File: config.mk
export PLATFORM = sky130hd
export DESIGN_NAME = unsadd_nch
export DESIGN_NICKNAME = d
export VERILOG_FILES = /design/src/rtl/unsadd_nch.sv
export SDC_FILE = /design/constraint.sdc
export NUM_CORES = 1
export LEC_CHECK = 0
export BUFFER_PORTS_ARGS = -buffer_cell sky130_fd_sc_hd__buf_4
export CORE_MARGIN = 3
export CORE_UTILIZATION = 40
export DETAILED_ROUTE_END_ITERATION = 12
export SLEW_MARGIN = 20
export SYNTH_ARGS = -nofsm -noshare
export SYNTH_HDL_FRONTEND = slang
export SYNTH_SLANG_ARGS = --single-unit
File: constraint.sdc
create_clock -name iClk -period 4.1 [get_ports iClk]
set_clock_uncertainty 0.2 [all_clocks]
set_input_delay 0.41 -clock iClk [delete_from_list [all_inputs] [get_ports iClk]]
set_output_delay 0.41 -clock iClk [all_outputs]
set_load 0.05 [all_outputs]
File: src/rtl/unsadd_nch.sv
// N-input non-scaled unary adder: tracks the running sum of the input stream values
// and emits at most one output 1 per cycle so the output density follows the clamped sum.
module unsadd_nch #(
  parameter int NIN      = 4,
  parameter int WIN_LOG2 = 8,
  parameter int BIPOLAR  = 1
) (
  input  logic                iClk,
  input  logic                iRst,
  input  logic                iEn,
  input  logic [NIN-1:0]      iA,
  output logic                oC,
  output logic                oWinDone,
  output logic [WIN_LOG2:0]   oSum
);

  localparam int CW  = $clog2(NIN + 1);
  localparam int TW  = WIN_LOG2 + CW + 2;
  localparam int OFF = (BIPOLAR != 0) ? NIN - 1 : 0;
  localparam logic signed [TW-1:0] OFF_T = TW'(OFF);

  logic [CW-1:0]          ones;
  logic signed [TW-1:0]   tgt, tgt_n, acc2;
  logic [WIN_LOG2:0]      out_acc, acc_n;
  logic [WIN_LOG2-1:0]    win_cnt;
  logic                   emit, last;

  always_comb begin
    ones = '0;
    for (int i = 0; i < NIN; i++) ones = ones + CW'(iA[i]);
  end

  // Target and output count are both kept in doubled units so the bipolar
  // offset (NIN-1) never needs a fractional half step.
  assign tgt_n = tgt + $signed({{(TW-CW-1){1'b0}}, ones, 1'b0}) - OFF_T;
  assign acc2  = $signed({{(TW-WIN_LOG2-2){1'b0}}, out_acc, 1'b0});
  assign emit  = !tgt_n[TW-1] && (tgt_n != '0) && (tgt_n > acc2);
  assign acc_n = out_acc + {{WIN_LOG2{1'b0}}, emit};
  assign last  = &win_cnt;

  always_ff @(posedge iClk or posedge iRst) begin
    if (iRst) begin
      tgt      <= '0;
      out_acc  <= '0;
      win_cnt  <= '0;
      oC       <= 1'b0;
      oWinDone <= 1'b0;
      oSum     <= '0;
    end else if (iEn) begin
      oC       <= emit;
      oWinDone <= last;
      win_cnt  <= win_cnt + 1'b1;
      if (last) begin
        oSum    <= acc_n;
        tgt     <= '0;
        out_acc <= '0;
      end else begin
        tgt     <= tgt_n;
        out_acc <= acc_n;
      end
    end else begin
      oC       <= 1'b0;
      oWinDone <= 1'b0;
    end
  end

endmodule
==> reports/metrics.yaml, run 1 <==
status: "finished, violations left"
violations: "negative setup slack"
clk_pin_slew_ns: 0.09
syn-cell-area_um2: 2620
max_stage_delay_ns: 0.52
worstSetupEndpointType: "flip-flop"
most-common-layout-cells: "buf_4, dfrtp_1, nand2_1, inv_1, ha_1"
io_pins: 18
antenna_found_initial: 0
yosys_warnings: 0
cts_buffers: 5
wl_per_cell_um: 14.0
drv_cap: 0
die_area_um2: 7560
portBuffers: 17
clk_latency_ns: 0.30
postSynthCellCount: 283
fin_nets: 378
cts_max_level: 2
vias: 2150
fmax_ghz: 0.206
hold_class: "primary input to asynchronous set/reset pin"
utilization: 0.567
crit_fanout: 4
fp.dieW_um: 87.0
synth-async-reset-ratio: 1.00
yosys-top-cells-area: "dfrtp_1, ha_1, xnor2_1, nand2_1, inv_1"
drt-total-wl_um: 5830
clockBufferDepth: 2
hpwlAfterDp_um: 4240
grt_overflow: 0
fin_cells: 417
drc: 0
cts_root_buf: "clkbuf_8"
synth_top_family_by_area: "compound AO/OA/AOI/OAI gates"
grt_pass1_vias: 2113
cts_tree: "built"
relSlewSlack: 0.512
synth_compound_area_frac: 0.167
grt_max_degree: 42
slew_violations: 0
place.gp.congestion: 0.892
initial_core_util: 0.428
cp_common_cell: "ha_4"
yosys.area_share.xor_xnor: 0.0835
dp_slack_ns: -1.20
grt_usage: 0.165
final_hold_viol_count: 0
core_area_um2: 6130
cp.arrival_ns: 4.84
crit_chain: "buf_6, fa_1, ha_4, ha_4, inv_2, ha_4, fa_2, nand2b_4, a21oi_4, a31oi_4, a211oi_2, ha_1, nand4_1, o32ai_1, a31oi_1, o41ai_2, a31oi_1, ha_2, nand2_2, nor3_4, and3_4, nand3_4, a21oi_1, o22ai_1"
synth-seq-cells: 41
min_period_over_period: 1.19
synth_edf_count: 0
cts.sinks: 41
ant_nets: 0
fin_ws_ns: -0.761
synth_top_area_frac: 0.391
post_synth_and_or_nand_nor_area_fraction: 0.140
cp_slowest_cell: "fa_1"
layout-drive-gt1-share: 0.322
final_common_cell: "buf_4"
synth_nets: 320
cts_hold_buf: 0
avgSynthCellArea_um2: 9.26
synth.distinct_cells: 42
diodes: 0
cp-start-kind: "primary input"
dr.pass1.iters: 4
synthAdderAreaFrac: 0.149
worstSetupPathType: "primary input to flip-flop"
yosysSeqAreaShare: 0.391
die_h_um: 87.0
period_minus_slack_ns: 4.86
grt_pass1_wl_um: 9840
area_growth_pct: 32.6
rows: 28
synth-main-ff-cell: "dfrtp_1"
fin_hold_ws_ns: 0.0377
final-setup-viol-count: 18
first_iter_violations: 73
nFillCells: 539
dp.cells: 401
cp.required_ns: 4.08
rsz0062_at_grt: "yes"
viasPerCell: 5.16
tightest_slew_ns: 0.727
synth.area.mux_share: 0.0129
synth_top_cell_by_area: "dfrtp_1"
-- metal layers --
layer  track usage  share of wire  vias to the layer above
met1         0.234           0.49                     1019
li1              -              -                     1097
met3        0.0284          0.026                        9
met4        0.0524          0.017                        0
met5             0              0                        -
met2         0.255           0.46                       25
-- final timing paths --
kind                             from    endpoint  slack [ns]  depth (start not counted)
hold / removal                   iRst  win_cnt[4]        0.04                          3
hold reg to reg            win_cnt[5]  win_cnt[5]        0.27                          1
min in group iClk          win_cnt[5]  win_cnt[5]        0.27                          1
max in group asynchronous        iRst     oSum[1]        3.30                          3
setup / recovery                iA[3]  out_acc[8]       -0.76                         24
setup reg to reg               tgt[1]  out_acc[8]       -0.18                         21
-- layout make-up --
cell class | instances | area [µm²] | share of cell area
Multi-Input combinational cell | 203 | 1690 | 0.486
Sequential cell | 41 | 1030 | 0.295
Timing Repair Buffer | 57 | 458 | 0.132
Inverter | 33 | 124 | 0.0356
Tap cell | 75 | 93.8 | 0.0270
Clock buffer | 5 | 68.8 | 0.0198
Clock inverter | 3 | 17.5 | 0.00504
-- stage by stage --
step                      TNS [ns]  area [µm²]
after global placement      -16.38        3190
after detailed placement    -17.46        3190
after floorplan             -10.75        2750
after CTS                   -11.84        3360
after global routing        -14.50        3480
final                       -10.55        3480
-- what timing repair did --
item                                    4_1_cts  5_1_grt
pin swaps                                    18       16
endpoints found under the hold margin         0        0
buffers inserted                              3        7
endpoints found under the setup margin       19       19
gates resized for setup                      21       14
-- cell usage after synthesis (all sizes together), types with 3 or more instances --
library cell / count
xor2: 5
dfrtp: 41
nand4: 7
xnor2: 20
nand3: 7
inv: 32
nor3: 7
a21o: 4
o21ai: 26
and3: 4
o22ai: 9
clkbuf: 5
nand2: 36
nor2: 11
mux2: 3
a31oi: 4
o21a: 3
a21oi: 9
ha: 28
-- critical path: cells and delay by family --
family | cells | cell delay [ns]
fa+ha+maj | 7 | 2.09
compound gates | 9 | 1.45
buf+inv | 2 | 0.12
simple gates | 6 | 0.75
-- cells by family (layout without fill, tap and decap cells) --
| family | count (synthesis) | count (layout) |
|---|---|---|
| muxes | 3 | 3 |
| adders and majority gates | 30 | 30 |
| and+or+nand+nor | 78 | 78 |
| xor gates and xnor gates | 25 | 25 |
| DFF | 41 | 41 |
| AOI/OAI and AO/OA | 67 | 67 |
| buffers and inverters | 39 | 98 |
-- flip-flops by register name (all words and copies together), names as in the netlist --
register and flops:
oC 1, oSum 9, oWinDone 1, out_acc 9, tgt 13, win_cnt 8
Power of run 1 is left out: the tool's default activity adds up to more than one toggle a clock period on the data nets, which glitch-free logic cannot reach.
==> run 2, diff against run 1 <==
--- a/config.mk
+++ b/config.mk
@@ -5,6 +5,7 @@
 export SDC_FILE = /design/constraint.sdc
 export NUM_CORES = 1
 export LEC_CHECK = 0
+export ABC_AREA = 1
 export BUFFER_PORTS_ARGS = -buffer_cell sky130_fd_sc_hd__buf_4
 export CORE_MARGIN = 3
 export CORE_UTILIZATION = 40
==> reports/metrics.yaml, run 2 <==
nFillCells: 604  # +12%
initial_core_util: 0.421  # -0.00644
first_iter_violations: 102  # +40%
synth_top_cell_by_area: "dfrtp_1"
yosys_warnings: 0  # unchanged
largest_reg_flops: 13  # unchanged
final-setup-viol-count: 16  # -2
utilization: 0.575  # +0.00808
grt-busiest-layer: "met2"
tightest_slew_ns: 0.558  # -0.169 ns
synth-seq-cells: 41  # unchanged
multi_input_comb_area_um2: 1800  # +6.7%
rows: 29  # +3.6%
fp.dieW_um: 88.7  # +2.0%
final_common_cell: "nand2_1"
worstSetupPathType: "primary input to flip-flop"
largestRegisters: "tgt (13), oSum (9), out_acc (9)"
register_area_um2: 1030  # unchanged
fin_ws_ns: -0.289  # +0.472 ns
final_hold_viol_count: 0  # unchanged
cp-start-kind: "primary input"
clk_latency_ns: 0.29  # about the same
r2r_slack_ns: 0.28  # +0.46 ns
syn-cell-area_um2: 2740  # +4.3%
r2r-start: "tgt[1]"
synth_nets: 393  # +23%
place.gp.congestion: 0.903  # +1.2%
synth-async-reset-ratio: 1.00  # unchanged
netlist_top_cells_count: "nand2_1, inv_1, dfrtp_1"
grt_usage: 0.166  # +0.000655
hold_class: "primary input to asynchronous set/reset pin"
slew_violations: 0  # unchanged
cp.required_ns: 4.06  # -0.02 ns
grt_pass1_wl_um: 10200  # +4.0%
yosysSeqAreaShare: 0.375  # -0.0163
drv_cap: 0  # unchanged
vias: 2363  # +9.9%
fin_nets: 449  # +19%
avgSynthCellArea_um2: 7.68  # -17%
synth_top_area_frac: 0.375  # -0.0163
period_minus_slack_ns: 4.39  # -0.472 ns
synth_most_common_cell: "nand2_1"
cts_tree: "built"
rsz0062_at_grt: "yes"
regMostFlops: "tgt"
violations: "negative setup slack"
relSlewSlack: 0.627  # +0.115
grt_overflow: 0  # unchanged
synth_edf_count: 0  # unchanged
yosys-top-cells-area: "dfrtp_1, nand2_1, ha_1, inv_1, xor2_1"
die_area_um2: 7870  # +4.0%
io_pins: 18  # unchanged
layout-drive-gt1-share: 0.315  # -0.00687
drt-total-wl_um: 6060  # +3.9%
cts.sinks: 41  # unchanged
clk_pin_slew_ns: 0.08  # about the same
hpwlAfterDp_um: 4470  # +5.3%
diodes: 0  # unchanged
cts_hold_buf: 0  # unchanged
cp.arrival_ns: 4.35  # -0.49 ns
crit_fanout: 3  # -1
fmax_ghz: 0.228  # +11%
min_period_over_period: 1.07  # -0.115
synth.distinct_cells: 29  # -31%
reg2reg_depth: 25  # +19%
dr.pass1.iters: 5  # +1
grt_max_degree: 42  # unchanged
area_growth_pct: 36.6
core_area_um2: 6490  # +5.9%
cp_slowest_cell: "fa_1"
max_stage_delay_ns: 0.58  # +0.06 ns
drc: 0  # unchanged
use_met3: 0.0326  # +0.00421
synth-main-ff-cell: "dfrtp_1"
postSynthCellCount: 356  # +26%
met2_usage: 0.248  # -0.00704
grt_pass1_vias: 2291  # +8.4%
cp_common_cell: "ha_4"
status: "finished, violations left"
cts_max_level: 2  # unchanged
viasPerCell: 4.82  # -6.5%
most-common-layout-cells: "nand2_1, inv_1, buf_4, dfrtp_1, nor2_1"
antenna_found_initial: 0  # unchanged
cts_root_buf: "clkbuf_8"
wl_per_cell_um: 12.4  # -12%
clockBufferDepth: 2  # unchanged
portBuffers: 17  # unchanged
gr-usage-met1: 0.242  # +0.00789
ant_nets: 0  # unchanged
worstSetupEndpointType: "flip-flop"
r2r-end: "out_acc[5]"
cts_buffers: 5  # unchanged
die_h_um: 88.7  # +2.0%
==> run 2: cell count changes after synthesis, sizes merged, moves of 4 or more <==
cell,before,now
a21o,4,0
inv,32,69
xnor2,20,3
and3,4,0
o21ai,26,20
nor2,11,25
nand3,7,13
xor2,5,12
nand2,36,102
nor3,7,3
a31oi,4,0
==> run 2: critical path, delay by kind of cell <==
kind,cells,cell delay (ns)
buffers and inverters,6,0.56
adder cells (fa/ha/maj),7,1.99
XOR/XNOR,1,0.16
AND/OR/NAND/NOR,11,0.79
AO/OA/AOI/OAI,3,0.42
==> run 2: metal layers <==
layer | part of all wire | routed length (µm) | vias up
met5 | 0 | 0 | -
met4 | 0.010 | 63 | 0
met3 | 0.028 | 170 | 8
met2 | 0.46 | 2800 | 24
met1 | 0.50 | 3020 | 1102
li1 | - | - | 1229
==> run 2: timing repair <==
action                                  4_1_cts  5_1_grt
endpoints found under the setup margin       16       18
resized for setup                            30       26
buffers inserted                              6        6
pin swaps                                    36       29
==> run 2: how the worst max path moves through the flow <==
| stage | startpoint | endpoint | slack [ns] | cells past startpoint |
|---|---|---|---|---|
| floorplan | iA[3] | oSum[7] | -0.27 | 30 |
| global placement | iA[3] | out_acc[7] | -0.66 | 30 |
| detailed placement | iA[3] | out_acc[7] | -0.68 | 31 |
| CTS | iA[0] | out_acc[7] | -0.23 | 31 |
| global route | iA[3] | out_acc[5] | -0.49 | 28 |
| finish | iA[3] | out_acc[5] | -0.29 | 28 |
==> run 2: cells by family (layout without fill, tap and decap cells) <==
kind of cell / count (synthesis) / in the layout / synth area share
fa+ha+maj: 30 / 30 / 0.143
buf+inv: 73 / 130 / 0.101
xor+xnor: 15 / 15 / 0.0480
simple gates: 153 / 153 / 0.242
compound gates: 44 / 44 / 0.0910
flops: 41 / 41 / 0.375
==> run 2: cell type report <==
class / instances / area share
Multi-Input combinational cell: 242 / 0.483
Sequential cell: 41 / 0.275
Timing Repair Buffer: 53 / 0.115
Inverter: 69 / 0.0700
Tap cell: 77 / 0.0258
Clock buffer: 6 / 0.0221
Clock inverter: 2 / 0.0100
==> run 2: stage by stage <==
stage | setup slack [ns] | hold WS (ns) | setup TNS [ns] | std cells | cell area (µm²)
final | -0.289 | 0.0311 | -3.44 | 490 | 3740
after global routing | -0.485 | 0.0883 | -6.38 | 490 | 3740
after CTS | -0.235 | 0.0620 | -2.16 | 484 | 3570
after detailed placement | -0.684 | 0.271 | -9.13 | 470 | 3270
after global placement | -0.662 | 0.256 | -8.55 | 470 | 3270
after floorplan | -0.269 | 0.262 | -2.38 | 356 | 2880
Power of run 2 is left out for the same reason.
